--- src/rtl/seq_divider_if.sv ---
// Handshake and operand/result bundle for seq_divider.
// Carries the dbz flag only when SEQ_DIVIDER_DBZ_FLAG_EN is defined.
interface seq_divider_if #(
   parameter int WIDTH = 4
) ();
   logic             start;
   logic [WIDTH-1:0] a;
   logic [WIDTH-1:0] b;
   logic [WIDTH-1:0] q;
   logic [WIDTH-1:0] r;
   logic             busy;
   logic             done;
`ifdef SEQ_DIVIDER_DBZ_FLAG_EN
   logic             dbz;

   modport master (output start, a, b, input q, r, busy, done, dbz);
   modport slave  (input start, a, b, output q, r, busy, done, dbz);
`else
   modport master (output start, a, b, input q, r, busy, done);
   modport slave  (input start, a, b, output q, r, busy, done);
`endif
endinterface

--- src/rtl/seq_divider.sv ---
// Sequential restoring divider, one quotient bit per clock, start/busy/done handshake.
// Optional divide-by-zero flag output enabled by SEQ_DIVIDER_DBZ_FLAG_EN.
//
// state | meaning
// IDLE  | waiting for start; q/r hold last result
// RUN   | WIDTH shift/compare/subtract steps
// DONE  | one cycle: publish q/r and pulse done
module seq_divider #(
   parameter int WIDTH = 4
) (
   input logic        clk,
   input logic        rst,
   seq_divider_if.slave bus
);
   localparam int CW = $clog2(WIDTH + 1);

   localparam logic [1:0] S_IDLE = 2'd0;
   localparam logic [1:0] S_RUN  = 2'd1;
   localparam logic [1:0] S_DONE = 2'd2;

   logic [1:0]       state_q, state_d;
   logic [WIDTH-1:0] dvd_q, dvd_d;
   logic [WIDTH-1:0] dvs_q, dvs_d;
   logic [WIDTH-1:0] part_q, part_d;
   logic [WIDTH-1:0] quo_q, quo_d;
   logic [CW-1:0]    cnt_q, cnt_d;
   logic [WIDTH-1:0] q_q, q_d;
   logic [WIDTH-1:0] r_q, r_d;
   logic             done_q, done_d;
   logic [WIDTH:0]   shifted;
`ifdef SEQ_DIVIDER_DBZ_FLAG_EN
   logic             dbz_q, dbz_d;
`endif

   // After each restore step the partial remainder is below the divisor, so
   // only WIDTH bits need storing; the extra bit lives in the shifted value.
   always_comb begin
      state_d = state_q;
      dvd_d   = dvd_q;
      dvs_d   = dvs_q;
      part_d  = part_q;
      quo_d   = quo_q;
      cnt_d   = cnt_q;
      q_d     = q_q;
      r_d     = r_q;
      done_d  = 1'b0;
`ifdef SEQ_DIVIDER_DBZ_FLAG_EN
      dbz_d   = dbz_q;
`endif
      shifted = {part_q, dvd_q[WIDTH-1]};
      case (state_q)
         S_IDLE: begin
            if (bus.start) begin
               dvd_d   = bus.a;
               dvs_d   = bus.b;
               part_d  = '0;
               quo_d   = '0;
               cnt_d   = CW'(WIDTH);
               state_d = S_RUN;
            end
         end
         S_RUN: begin
            dvd_d = {dvd_q[WIDTH-2:0], 1'b0};
            if (shifted >= {1'b0, dvs_q}) begin
               part_d = WIDTH'(shifted - {1'b0, dvs_q});
               quo_d  = {quo_q[WIDTH-2:0], 1'b1};
            end else begin
               part_d = WIDTH'(shifted);
               quo_d  = {quo_q[WIDTH-2:0], 1'b0};
            end
            cnt_d = cnt_q - CW'(1);
            if (cnt_q == CW'(1)) state_d = S_DONE;
         end
         S_DONE: begin
            q_d     = quo_q;
            r_d     = part_q;
            done_d  = 1'b1;
`ifdef SEQ_DIVIDER_DBZ_FLAG_EN
            dbz_d   = (dvs_q == '0);
`endif
            state_d = S_IDLE;
         end
         default: state_d = S_IDLE;
      endcase
   end

   always_ff @(posedge clk or negedge rst) begin
      if (!rst) begin
         state_q <= S_IDLE;
         dvd_q   <= '0;
         dvs_q   <= '0;
         part_q  <= '0;
         quo_q   <= '0;
         cnt_q   <= '0;
         q_q     <= '0;
         r_q     <= '0;
         done_q  <= 1'b0;
`ifdef SEQ_DIVIDER_DBZ_FLAG_EN
         dbz_q   <= 1'b0;
`endif
      end else begin
         state_q <= state_d;
         dvd_q   <= dvd_d;
         dvs_q   <= dvs_d;
         part_q  <= part_d;
         quo_q   <= quo_d;
         cnt_q   <= cnt_d;
         q_q     <= q_d;
         r_q     <= r_d;
         done_q  <= done_d;
`ifdef SEQ_DIVIDER_DBZ_FLAG_EN
         dbz_q   <= dbz_d;
`endif
      end
   end

   assign bus.q    = q_q;
   assign bus.r    = r_q;
   assign bus.done = done_q;
   assign bus.busy = (state_q != S_IDLE);
`ifdef SEQ_DIVIDER_DBZ_FLAG_EN
   assign bus.dbz  = dbz_q;
`endif
endmodule

--- src/flat_wrapper.sv ---
// flat-port wrapper written by rule: the top's interface ports become plain ports
module seq_divider_flat 
#(
   parameter int WIDTH = 4
)
  (clk, rst, bus_start, bus_a, bus_b, bus_q, bus_r, bus_busy, bus_done);
  seq_divider_if #(.WIDTH(WIDTH)) bus_i ();
  input logic clk;
  input logic rst;
  input wire logic [$bits(bus_i.start)-1:0] bus_start;
  input wire logic [$bits(bus_i.a)-1:0] bus_a;
  input wire logic [$bits(bus_i.b)-1:0] bus_b;
  output wire logic [$bits(bus_i.q)-1:0] bus_q;
  output wire logic [$bits(bus_i.r)-1:0] bus_r;
  output wire logic [$bits(bus_i.busy)-1:0] bus_busy;
  output wire logic [$bits(bus_i.done)-1:0] bus_done;
  assign bus_i.start = bus_start;
  assign bus_i.a = bus_a;
  assign bus_i.b = bus_b;
  assign bus_q = bus_i.q;
  assign bus_r = bus_i.r;
  assign bus_busy = bus_i.busy;
  assign bus_done = bus_i.done;
  seq_divider #(.WIDTH(WIDTH)) u_core (.clk(clk), .rst(rst), .bus(bus_i));
endmodule
--- config.mk ---
export PLATFORM = sky130hd
export DESIGN_NAME = seq_divider_flat
export DESIGN_NICKNAME = d
export VERILOG_FILES = /design/src/rtl/seq_divider_if.sv /design/src/rtl/seq_divider.sv /design/src/flat_wrapper.sv
export SDC_FILE = /design/constraint.sdc
export NUM_CORES = 1
export LEC_CHECK = 0
export CAP_MARGIN = 10
export CELL_PAD_IN_SITES_DETAIL_PLACEMENT = 1
export CELL_PAD_IN_SITES_GLOBAL_PLACEMENT = 2
export CORE_UTILIZATION = 39
export CTS_BUF_LIST = sky130_fd_sc_hd__clkbuf_8
export DETAILED_ROUTE_END_ITERATION = 8
export PLACE_DENSITY_LB_ADDON = 0.1
export RECOVER_POWER = 50
export SYNTH_ARGS = -nofsm -noshare
export SYNTH_HDL_FRONTEND = slang
export SYNTH_SLANG_ARGS = --single-unit
--- constraint.sdc ---
create_clock -name clk -period 2.6 [get_ports clk]
set_input_delay 0.52 -clock clk [delete_from_list [all_inputs] [get_ports clk]]
set_output_delay 0.52 -clock clk [all_outputs]
set_load 0.05 [all_outputs]
Word level (Yosys, flattened, before mapping)
Index checks and enable logic that the tools add are counted.
- shifts and indexed selects: 0
- div/mod/pow operators: 0
- bitwise logic cells: 0
- order comparisons: 1
- multiply operators: 0
- reduce and logical (&&, ||, !) cells: 6
- mux-type cells: 13
- add/sub/neg operators: 2
- equal/unequal tests: 5
- operators with widths (kind ; number):
    4-bit case mux with 2 select lines ; 3
    4-bit two-way mux ; 3
    3-bit case mux with 2 select lines ; 1
    2-bit AND reduction ; 3
    5-bit by 4-bit >= comparator with 1-bit output ; 1
    2-bit two-way mux ; 2
    2-bit case mux with 2 select lines ; 1
    2-bit nonzero test ; 2
    4-bit subtractor ; 1
    3-bit by 1-bit equality test with 1-bit output (second input constant) ; 1
    3-bit two-way mux ; 1
    3-bit by 1-bit subtractor with 3-bit output (second input constant) ; 1
    2-bit by 1-bit equality test with 1-bit output (second input constant) ; 1
    2-bit equality test (second input constant) ; 1
    2-bit logical NOT ; 1
    1-bit two-way mux ; 2
    2-bit by 1-bit != test with 1-bit output (second input constant) ; 1
    2-bit != test (second input constant) ; 1
- memory bits (read-only): 0
- register bits: 30
- bits of input ports: 11
- bits in latches: 0
- logic and storage cells: 36
- memories: 0
- output and inout port bits: 10
- memory bits (writable): 0

Logic depth before layout (Yosys ltp)
- depth in word-level cells: 3
- gate-level depth with buffers: 6
- mapped depth without buffers: 6

Worst setup path after synthesis
Ideal clock, no wire load.
- path kind: register to register
- start point: register u_core.dvd_q[3]
- end point: register u_core.part_q[1]
- data required time: 2.531 ns
- stages on the path, launching flop included: 6
- period minus slack after synthesis: 1.644 ns
- data arrival time: 1.575 ns
- buffers on the path: 0
- library setup time: 0.069 ns
- setup slack: 0.956 ns
- cell sequence: dfrtp_1 inv_1 ha_1 fa_1 or4_1 nand3_1
- longest elaborated chain between the ends: 3
- elaborated cells between the ends (all ways): 4
- classes of those cells: 1 x add/sub; 1 x order compare; 2 x mux
- RTL lines (item ; RTL line ; text):
    start, declared ; seq_divider.sv:22 ; logic [WIDTH-1:0] dvd_q, dvd_d;
    start signal, assigned ; seq_divider.sv:103 ; dvd_q <= dvd_d;
    4-bit subtractor or 5-bit by 4-bit >= comparator with 1-bit output (tied branches) ; seq_divider.sv:65, seq_divider.sv:64 ;
    4-bit two-way mux * ; seq_divider.sv:64 ; if (shifted >= {1'b0, dvs_q}) begin
    4-bit case mux with 2 select lines * ; seq_divider.sv:51 ; case (state_q)
    end signal, assigned ; seq_divider.sv:105 ; part_q <= part_d;
    end, declared ; seq_divider.sv:24 ; logic [WIDTH-1:0] part_q, part_d;
Mark *: on every way between the ends. The rest lies on a longest branch, timed or not.
A chain may end at the register's enable or synchronous reset.

Worst setup path after layout
- start point: register u_core.state_q[0]
- end point: output bus_busy
- longest elaborated chain between the ends: 1
- RTL lines (item ; RTL line ; text):
    start, declared ; seq_divider.sv:21 ; logic [1:0] state_q, state_d;
    start signal, assigned ; seq_divider.sv:102 ; state_q <= state_d;
    2-bit nonzero test ; seq_divider.sv:120 ; assign bus.busy = (state_q != S_IDLE);
    end, declared ; flat_wrapper.sv:15 ; output wire logic [$bits(bus_i.busy)-1:0] bus_busy;
No other way between the ends.

==> reports/qor.csv <==
stage,metric,value,unit
pwr,power.internal,0.00137,W
cts,clkLatencyLatePin,280,ps
die,die_x,62.0,um
timing,slew_violations,31,
pwr,pwr-share-seq,0.336,
timing,min_period,2250,ps
global_route,antenna_found_initial,0,
yosys,ys_ff_latch,30,
timing,max_freq,445,MHz
cells_and_area,nets,171,
die,coreArea,0.00339,sq mm
timing,finClkSkew,3.14,ps
pwr,p_leak,0.780,nW
yosys,synth.avg_cell_area,11.1,sq um
route,vias_per_cell,5.13,
cts,cts.clk_slew.worst_paths,70,ps
pwr,combPwrFrac,0.499,
yosys,yosysTopAreaCell,dfrtp_1,
timing,rsz0062_at_grt,no,
timing,worst_pin_slew,1640,ps
cts,cts_buffers,5,
setup_path,crit_start,u_core.state_q[0],
pwr,power_density,1360,mW/mm^2
placement,dp.final_hpwl,2160,um
setup_path,endpoint,bus_busy,
cts,cts_hold_buf,0,
timing,worst_hold_slack,489,ps
timing,tns,0,ps
pwr,clock_power_share,0.165,
setup_path,r2r_end,u_core.part_q[0],
yosys,syn-cell-area,0.00141,sq mm
global_route,grt_max_degree,31,
route,firstDrtPassIters,2,
die,die-area,0.00385,sq mm
yosys,netlist_top_cells_area,"dfrtp_1, mux2_2, ha_1, nand2_1, o211ai_1",
yosys,yosysMostFrequentCell,dfrtp_1,
cts,cts-root-buf,clkbuf_8,
setup_path,worstSetupStartpointType,flop,
pwr,vdd_drop_max,0.529,mV
placement,placed_cell_area,0.00167,sq mm
yosys,syn_nets,145,
yosys,ys.flop_type,dfrtp_1,
global_route,grt_pass1_wl,4870,um
timing,setup_violations,0,
timing,hold_violations,0,
run_status,violations,"max-capacitance violations, max-slew violations",
placement,portBuffers,20,
cts,cts_tree,built,
setup_path,arrival,1730,ps
yosys,synth_edf_count,0,
yosys,ys_seq_area_frac,0.534,
setup_path,crit-reg2reg-launch,u_core.part_q[1],
yosys,synth.distinct_cells,33,
route,antenna_left,0,
cells_and_area,area_growth,25.0,%
pwr,p_switching,0.00102,W
yosys,synth_warnings,0,
yosys,async_reset_ff_frac,1.00,
global_route,grt_remaining_overflow,0,
cts,clk_path_buf_depth,2,
cells_and_area,diodes,0,
setup_path,reg2reg_depth,5,
die,dieHeight,62.0,um
die,num_rows,21,
route,wl,2980,um
yosys,synth_top_cell_area_share,0.534,
die,initial_core_util,0.415,
timing,relSlewSlack,-0.0929,
run_status,status,finished with violations,
setup_path,crit_path_max_fanout,6,
setup_path,critPathRequiredTime,2080,ps
cells_and_area,layout-drive-gt1-share,0.130,
die,pin_count,21,
yosys,synthesis.instances,127,
cells_and_area,finalInstanceArea,0.00176,sq mm
route,dr.first_iter.drc_count,32,
timing,fin_crit_sh,0.864,
cts,htree_levels,2,
flow_run,maxCapViolations,1,
global_route,grtUsageTotal,0.184,
cts,post_cts_buffers,0,
setup_path,r2r_slack,720,ps
pwr,p_sw_frac,0.426,
route,drc_errors,0,
min_path,hold_class,reg -> reg,
route,vias,1026,
cts,cts_resized,0,
placement,globalplace.congestion,0.763,
global_route,grt_pass1_vias,1058,
setup_path,cp-end-kind,primary output,
yosys,yosys-top-cells-count,"dfrtp_1, nand2_1, inv_1, mux2_2, o21ai_1",
setup_path,worstSetupPathType,reg -> out,
route,detail_route.wl_per_cell,14.9,um
cts,cts_sinks,30,
-- layout make-up --
type	instances	area [sq um]
clock buffer	6	82.6
clock inverter	2	12.5
fill	360	1630
inverter	9	33.8
multi-input combinational	83	597
sequential	30	751
tap	46	57.6
timing repair buffer	24	223
-- through the flow --
stage               setup slack (ps)  cells  power (W)  utilization
finish                           355    200    0.00239        0.518
global route                     170    200    0.00258        0.518
global placement                 600    192    0.00196        0.492
CTS                              335    200    0.00243        0.520
detailed placement               552    192    0.00202        0.492
floorplan                        956    127    0.00166            -
-- logic make-up (layout without fill, tap and decap cells) --
| logic type | after synthesis | count (layout) | share of synthesized area |
|---|---|---|---|
| AO/OA/AOI/OAI | 29 | 29 | 0.136 |
| XOR/XNOR | 2 | 2 | 0.0125 |
| adder cells (fa/ha/maj) | 7 | 7 | 0.0677 |
| buffers and inverters | 14 | 41 | 0.0410 |
| flip-flops | 30 | 30 | 0.534 |
| multiplexers | 10 | 10 | 0.0784 |
| AND/OR/NAND/NOR | 35 | 35 | 0.130 |
-- layout by cell type (no fill, tap or decap), types with 2 or more instances in the layout --
| master | instances |
|---|---|
| clkbuf_8 | 6 |
| nand3_1 | 4 |
| a21oi_1 | 3 |
| o21ai_1 | 7 |
| clkbuf_1 | 2 |
| o21bai_1 | 2 |
| mux2i_1 | 2 |
| xnor2_1 | 2 |
| nor2_1 | 2 |
| nand2b_1 | 2 |
| nand2_1 | 15 |
| nor3b_1 | 2 |
| mux2_2 | 7 |
| a22o_1 | 4 |
| ha_1 | 6 |
| dfrtp_1 | 30 |
| o21ai_0 | 5 |
| or4_1 | 2 |
| clkdlybuf4s50_1 | 19 |
| nor2b_1 | 2 |
| inv_1 | 8 |
| buf_4 | 2 |
| o211ai_1 | 5 |
-- per-layer routing --
metal	global-route usage	wire, um
met5	0	0
met4	0.0825	28
met3	0.0683	131
met2	0.298	1450
met1	0.219	1370
-- worst min-delay path by stage --
stage / from / end / slack, ps / depth (start not counted)
floorplan: rst / u_core.bus.done / 220 / 0
global placement: u_core.cnt_q[1] / u_core.cnt_q[1] / 470 / 2
detailed placement: u_core.cnt_q[1] / u_core.cnt_q[1] / 480 / 2
CTS: u_core.cnt_q[2] / u_core.state_q[1] / 490 / 1
global route: u_core.bus.r[2] / u_core.bus.r[2] / 530 / 1
finish: u_core.cnt_q[1] / u_core.cnt_q[1] / 490 / 2
-- sequential cells by signal, indices dropped and copies added (netlist names) --
name / flops
u_core.bus.q: 4
u_core.bus.r: 4
u_core.dvd_q: 4
u_core.dvs_q: 4
u_core.part_q: 4
u_core.quo_q: 4
u_core.cnt_q: 3
u_core.state_q: 2
u_core.bus.done: 1
-- power groups by stage --
stage	logic, W	registers [W]	clock network (W)
floorplan	0.000718	0.000938	0
global placement	0.00117	0.000796	0
detailed placement	0.00121	0.000812	0
CTS	0.00121	0.000803	0.000411
global route	0.00132	0.000829	0.000430
finish	0.00119	0.000801	0.000394
-- critical path, stage by stage, from the launching register on --
cell	delay [ps]
dfrtp_1	430
or2_2	310
clkdlybuf4s50_1	700
(Power assumes the default switching activity.)
